<file path="src/rtl/regfile_wb_arbiter_if.sv">
// Write-back port bundle: two requesters, register-file write port, hazard query.
// Pure wiring, no latency of its own.
// Requesters drive valid/rd/data and hold them until ready is seen.
interface regfile_wb_if #(
    parameter int DW = 64,
    parameter int AW = 5,
    parameter int CW = 16
);
    // Requester A (ALU write-back)
    logic          a_valid;
    logic [AW-1:0] a_rd;
    logic [DW-1:0] a_data;
    logic          a_ready;
    // Requester B (load write-back)
    logic          b_valid;
    logic [AW-1:0] b_rd;
    logic [DW-1:0] b_data;
    logic          b_ready;
    // Register-file write port
    logic          stall;
    logic          RegWr;
    logic [AW-1:0] Rd;
    logic [DW-1:0] data;
    // Hazard queries
    logic [AW-1:0] rn_q;
    logic [AW-1:0] rm_q;
    logic          rn_busy;
    logic          rm_busy;
    // Completed-write counter
    logic [CW-1:0] wr_count;

    // Pipeline side: issues requests, stall and hazard queries
    modport master (
        output a_valid, a_rd, a_data, b_valid, b_rd, b_data, stall, rn_q, rm_q,
        input  a_ready, b_ready, RegWr, Rd, data, rn_busy, rm_busy, wr_count
    );

    // Arbiter side
    modport slave (
        input  a_valid, a_rd, a_data, b_valid, b_rd, b_data, stall, rn_q, rm_q,
        output a_ready, b_ready, RegWr, Rd, data, rn_busy, rm_busy, wr_count
    );
endinterface

</file>
<file path="src/rtl/regfile_wb_arbiter.sv">
// Round-robin arbiter merging two write-back requesters into one register-file write port.
// Latency: accepted at edge N, RegWr high during cycle N..N+1, file written at edge N+1.
// Backpressure: stall freezes the output stage; ready drops unless the stage can load.
module regfile_wb_arbiter #(
    parameter int DW   = 64,
    parameter int AW   = 5,
    parameter int ZREG = 31,
    parameter int CW   = 16
) (
    input  logic         clk,
    input  logic         rst,
    regfile_wb_if.slave  wb
);

    localparam logic [AW-1:0] ZIDX = AW'(ZREG);

    // Output stage, round-robin pointer and write counter
    logic          stg_v_q,    stg_v_d;
    logic [AW-1:0] stg_rd_q,   stg_rd_d;
    logic [DW-1:0] stg_data_q, stg_data_d;
    logic          last_q,     last_d;      // 0: A granted last, 1: B granted last
    logic [CW-1:0] wr_count_q, wr_count_d;

    // Decode / arbitration
    logic can_load;
    logic a_zero, b_zero;
    logic a_req,  b_req;
    logic a_turn, b_turn;
    logic grant_a, grant_b;
    logic reg_wr;

    // Decide who may transfer this cycle; writes to the zero register are simply absorbed
    always_comb begin
        reg_wr   = stg_v_q & ~wb.stall;
        can_load = ~stg_v_q | ~wb.stall;
        a_zero   = (wb.a_rd == ZIDX);
        b_zero   = (wb.b_rd == ZIDX);
        a_req    = wb.a_valid & ~a_zero;
        b_req    = wb.b_valid & ~b_zero;
        // A competitor only blocks us when it really contends and it is its turn
        a_turn   = ~b_req | last_q;
        b_turn   = ~a_req | ~last_q;
        grant_a  = can_load & a_req & a_turn;
        grant_b  = can_load & b_req & b_turn;
        // Ready looks at rd (to spot zero-register sinks) but never at the port's own data
        wb.a_ready = a_zero ? can_load : (can_load & a_turn);
        wb.b_ready = b_zero ? can_load : (can_load & b_turn);
    end

    // Next state of the output stage, pointer and counter
    always_comb begin
        stg_v_d    = stg_v_q;
        stg_rd_d   = stg_rd_q;
        stg_data_d = stg_data_q;
        last_d     = last_q;
        wr_count_d = wr_count_q;

        if (grant_a) begin
            stg_v_d    = 1'b1;
            stg_rd_d   = wb.a_rd;
            stg_data_d = wb.a_data;
            last_d     = 1'b0;
        end else if (grant_b) begin
            stg_v_d    = 1'b1;
            stg_rd_d   = wb.b_rd;
            stg_data_d = wb.b_data;
            last_d     = 1'b1;
        end else if (reg_wr) begin
            // Drained with nothing new behind it; rd/data are kept but no longer valid
            stg_v_d = 1'b0;
        end

        if (reg_wr) begin
            wr_count_d = wr_count_q + CW'(1);
        end
    end

    // Hazard queries: a register is busy if staged or requested by either port
    always_comb begin
        wb.rn_busy = 1'b0;
        wb.rm_busy = 1'b0;
        if (wb.rn_q != ZIDX) begin
            wb.rn_busy = (stg_v_q    & (stg_rd_q == wb.rn_q))
                       | (wb.a_valid & (wb.a_rd  == wb.rn_q))
                       | (wb.b_valid & (wb.b_rd  == wb.rn_q));
        end
        if (wb.rm_q != ZIDX) begin
            wb.rm_busy = (stg_v_q    & (stg_rd_q == wb.rm_q))
                       | (wb.a_valid & (wb.a_rd  == wb.rm_q))
                       | (wb.b_valid & (wb.b_rd  == wb.rm_q));
        end
    end

    // State registers; reset leaves A winning the first tie
    always_ff @(posedge clk or posedge rst) begin
        if (rst) begin
            stg_v_q    <= 1'b0;
            stg_rd_q   <= '0;
            stg_data_q <= '0;
            last_q     <= 1'b1;
            wr_count_q <= '0;
        end else begin
            stg_v_q    <= stg_v_d;
            stg_rd_q   <= stg_rd_d;
            stg_data_q <= stg_data_d;
            last_q     <= last_d;
            wr_count_q <= wr_count_d;
        end
    end

    // Register-file write port
    assign wb.RegWr    = reg_wr;
    assign wb.Rd       = stg_rd_q;
    assign wb.data     = stg_data_q;
    assign wb.wr_count = wr_count_q;

endmodule

</file>
<file path="src/flat_wrapper.sv">
// flat-port wrapper written by rule: the top's interface ports become plain ports
module regfile_wb_arbiter_flat 
#(
    parameter int DW   = 64,
    parameter int AW   = 5,
    parameter int ZREG = 31,
    parameter int CW   = 16
)
  (clk, rst, wb_a_valid, wb_a_rd, wb_a_data, wb_b_valid, wb_b_rd, wb_b_data, wb_stall, wb_rn_q, wb_rm_q, wb_a_ready, wb_b_ready, wb_RegWr, wb_Rd, wb_data, wb_rn_busy, wb_rm_busy, wb_wr_count);
  regfile_wb_if #(.DW(DW), .AW(AW), .CW(CW)) wb_i ();
  input  logic clk;
  input  logic rst;
  input wire logic [$bits(wb_i.a_valid)-1:0] wb_a_valid;
  input wire logic [$bits(wb_i.a_rd)-1:0] wb_a_rd;
  input wire logic [$bits(wb_i.a_data)-1:0] wb_a_data;
  input wire logic [$bits(wb_i.b_valid)-1:0] wb_b_valid;
  input wire logic [$bits(wb_i.b_rd)-1:0] wb_b_rd;
  input wire logic [$bits(wb_i.b_data)-1:0] wb_b_data;
  input wire logic [$bits(wb_i.stall)-1:0] wb_stall;
  input wire logic [$bits(wb_i.rn_q)-1:0] wb_rn_q;
  input wire logic [$bits(wb_i.rm_q)-1:0] wb_rm_q;
  output wire logic [$bits(wb_i.a_ready)-1:0] wb_a_ready;
  output wire logic [$bits(wb_i.b_ready)-1:0] wb_b_ready;
  output wire logic [$bits(wb_i.RegWr)-1:0] wb_RegWr;
  output wire logic [$bits(wb_i.Rd)-1:0] wb_Rd;
  output wire logic [$bits(wb_i.data)-1:0] wb_data;
  output wire logic [$bits(wb_i.rn_busy)-1:0] wb_rn_busy;
  output wire logic [$bits(wb_i.rm_busy)-1:0] wb_rm_busy;
  output wire logic [$bits(wb_i.wr_count)-1:0] wb_wr_count;
  assign wb_i.a_valid = wb_a_valid;
  assign wb_i.a_rd = wb_a_rd;
  assign wb_i.a_data = wb_a_data;
  assign wb_i.b_valid = wb_b_valid;
  assign wb_i.b_rd = wb_b_rd;
  assign wb_i.b_data = wb_b_data;
  assign wb_i.stall = wb_stall;
  assign wb_i.rn_q = wb_rn_q;
  assign wb_i.rm_q = wb_rm_q;
  assign wb_a_ready = wb_i.a_ready;
  assign wb_b_ready = wb_i.b_ready;
  assign wb_RegWr = wb_i.RegWr;
  assign wb_Rd = wb_i.Rd;
  assign wb_data = wb_i.data;
  assign wb_rn_busy = wb_i.rn_busy;
  assign wb_rm_busy = wb_i.rm_busy;
  assign wb_wr_count = wb_i.wr_count;
  regfile_wb_arbiter #(.DW(DW), .AW(AW), .ZREG(ZREG), .CW(CW)) u_core (.clk(clk), .rst(rst), .wb(wb_i));
endmodule
</file>
<file path="config.mk">
export PLATFORM = sky130hd
export DESIGN_NAME = regfile_wb_arbiter_flat
export DESIGN_NICKNAME = d
export VERILOG_FILES = /design/src/rtl/regfile_wb_arbiter_if.sv /design/src/rtl/regfile_wb_arbiter.sv /design/src/flat_wrapper.sv
export SDC_FILE = /design/constraint.sdc
export NUM_CORES = 1
export LEC_CHECK = 0
export CORE_ASPECT_RATIO = 2
export CORE_MARGIN = 1.5
export CORE_UTILIZATION = 42
export CTS_CLUSTER_SIZE = 28
export DETAILED_ROUTE_END_ITERATION = 8
export PLACE_DENSITY = 0.86
export RECOVER_POWER = 50
export SYNTH_ARGS = -nofsm -noshare
export SYNTH_HDL_FRONTEND = slang
export SYNTH_SLANG_ARGS = --single-unit
</file>
<file path="constraint.sdc">
create_clock -name clk -period 5.6 [get_ports clk]
set_input_delay 0.84 -clock clk [delete_from_list [all_inputs] [get_ports clk]]
set_output_delay 0.84 -clock clk [all_outputs]
set_load 0.05 [all_outputs]
</file>
==> metrics.cfg <==
[setup_path]
cpLargestDelayFamily = buffers and inverters
crit_chain = dlygate4sd3_1, xor2_1, nor4_1, nand3_1, and3_1, a31oi_1, clkdlybuf4s50_1
crit_fanout = 4
slowest_stage = clkdlybuf4s50_1
crit_required_ns = 4.76
max_stage_delay_ns = 0.84
r2r_cells = 6
crit_type = input pin to output pin
crit_path_start_kind = input pin
arrival_ns = 3.33
cp-end-kind = output pin
worst-path-buf-inv = 2
cp.depth = 7

[cts]
cts-root-buf = clkbuf_16
clock_latency_ns = 0.33
numClockSinks = 87
cts_inserted_buffers = 9
cts_tree = yes
post-cts-setup-buffers = 0
htreeDepth = 3
cts.reportedPaths.clkPinSlew_ns = 0.07
postCtsHoldBufs = 0
clock_path_buffers = 2
cts_resized = 0

[routing]
drc = 0
drt_wl_total_um = 14510
dr_total_vias = 4538
drtAntennaViolNets = 0
drtPass1Iterations = 8
wire_per_inst_um = 16.70
dr.first_iter.drc_count = 369
via_per_inst = 5.222

[global_routing]
grt_overflow_total = 0
grt_max_degree = 95
grt_use_total_pct = 26.51
grt_pass1_vias = 4641
grt_first_pass_wirelength_um = 22390
grt_antenna_before_repair = 0

[pwr]
seq_power_share_pct = 33.4
intPower_mw = 1.486
switching_power_uw = 992.5
power_mw = 2.478
switching_share_pct = 40.05
irDropWorstVdd_mv = 0.2258
clkPwrFrac_pct = 25.2
power.density_nw_per_um2 = 348.5
p_leak_nw = 2.939
comb_power_share_pct = 41.4

[sta]
fmax_mhz = 240.1
rsz0062_at_grt = false
finClkSkew_ns = 0.008588
holdWs_ns = 0.4767
maxSlewHeadroom_pct = -32.20
timing.final.hold_violations = 0
fin_tns_setup_ns = 0
worstMarginPinSlew_ns = 1.972
setup_viol = 0
min_period_ns = 4.166
setup_slack_ns = 1.434
fin_crit_sh_pct = 74.39
maxSlewViolCount = 45

[yosys]
netlist_area_um2 = 4389
ys_types = 29
synth.yosys.seq_area_share_pct = 49.63
syn-num-nets = 657
yosysWarnings = 0
postSynthAreaPerCell_um2 = 8.726
synthCells = 503
ys_ff_latch = 87

[floorplanning]
fp.dieW_um = 75.29
die_h_um = 147.6
start_util_pct = 43.24
die_area_um2 = 11110
rows = 52
io_pins = 243
core_area_um2 = 10150

[job]
max_cap_violations = 1

[final_layout]
layout_commonest_cell = clkdlybuf4s50_1
final_cell_mix = clkdlybuf4s50_1, nand2_1, dfrtp_1
fillers = 806
fin_util_pct = 70.07
antenna_cells = 0
final_nets = 883
layout-drive-gt1-share_pct = 3.678
area_growth_pct = 62.03

[place]
globalplace.congestion = 1.014
io_buffers = 242
dp_slack_ns = 1.562
place_hpwl_um = 11060

[run_status]
status = finished with violations
violations = max-capacitance violations, max-slew violations

[hold_path]
hold_path_class = flip-flop to flip-flop
whs_path_depth = 1

-- registers in the layout, indices dropped and copies added, names as in the netlist --
name	count
u_core.wb.data	64
u_core.wb.wr_count	16
u_core.wb.Rd	5
u_core.last_q	1
u_core.stg_v_q	1
-- cell families after synthesis --
family / Yosys count / share of synthesized area [%]
compound gates: 76 / 11.03
fa+ha+maj: 1 / 0.2850
xor+xnor: 45 / 8.980
flops: 87 / 49.63
mux: 1 / 0.2565
buf+inv: 32 / 5.160
simple gates: 261 / 24.66
-- synth_stat cells --
cell      number  area [um^2]
a221o_1        1        10.01
o21ai_0        1        5.000
ha_1           1        12.51
mux2_2         1        11.26
nor2b_1        2        12.51
nand4_2        1        12.51
nor3_1         1        5.000
a31oi_1       72        450.4
dfrtp_1       86         2152
dfstp_2        1        26.28
xnor2_1       15        131.4
buf_4          3        22.52
buf_6         11        123.9
nand3_1       12        60.06
xor2_1        30        262.8
and3_1         8        50.05
nand4_1        2        12.51
nor2_1        75        281.5
buf_2         10        50.05
clkbuf_1       7        26.28
a32o_1         1        10.01
a41oi_1        1        8.760
nand2_1      146        548.0
and4_1         2        17.52
nor4_1         6        37.54
and2_1         3        18.77
inv_1          1        3.750
nand3_2        2        20.02
or2_1          1        6.260
-- final timing paths --
check,from,end,slack (ns)
worst min register to register,u_core.wb.wr_count[15],u_core.wb.wr_count[15],0.48
worst min-delay path,u_core.wb.wr_count[15],u_core.wb.wr_count[15],0.48
worst max-delay path,wb_b_rd[0],wb_rn_busy,1.43
max in group asynchronous,rst,u_core.wb.data[51],2.79
min in group asynchronous,rst,u_core.wb.data[15],1.46
worst max register to register,u_core.stg_v_q,u_core.wb.data[10],3.15
-- per-layer routing --
layer	part of all wire [%]	vias to the layer above	track usage (%)
li1	-	2144	-
met1	35	2085	28.87
met2	52	239	43.51
met3	6.8	70	6.885
met4	6.9	0	17.59
met5	0	-	0
-- stage by stage --
step                      area, um^2  instances
final                           7112        869
after global placement          6802        853
after floorplan                 4389        503
after detailed placement        6802        853
after global routing            7112        869
after CTS                       7118        869
-- worst register-to-register path, delay by kind of cell, from the launching register on --
kind / cells / cell delay (ns)
and+or+nand+nor: 3 / 0.41
buffers and inverters: 1 / 0.58
DFF: 1 / 0.43
AOI/OAI and AO/OA: 2 / 0.95
-- power by group through the flow --
stage | clock network (mW) | registers (mW) | logic, mW
floorplan | 0 | 1.22 | 0.250
global placement | 0 | 0.833 | 1.02
detailed placement | 0 | 0.842 | 1.04
CTS | 0.639 | 0.831 | 1.05
global route | 0.666 | 0.842 | 1.08
finish | 0.625 | 0.828 | 1.03
-- final cells by class --
cell class / instances / area [um^2] / area share, %
Inverter: 1 / 5.005 / 0.07037
Clock buffer: 11 / 252.7 / 3.554
Timing Repair Buffer: 246 / 2452 / 34.48
Sequential cell: 87 / 2178 / 30.63
Multi-Input combinational cell: 384 / 1991 / 27.99
Tap cell: 135 / 168.9 / 2.375
Clock inverter: 5 / 63.81 / 0.8973
No activity file was read; power rests on OpenSTA's default activity.
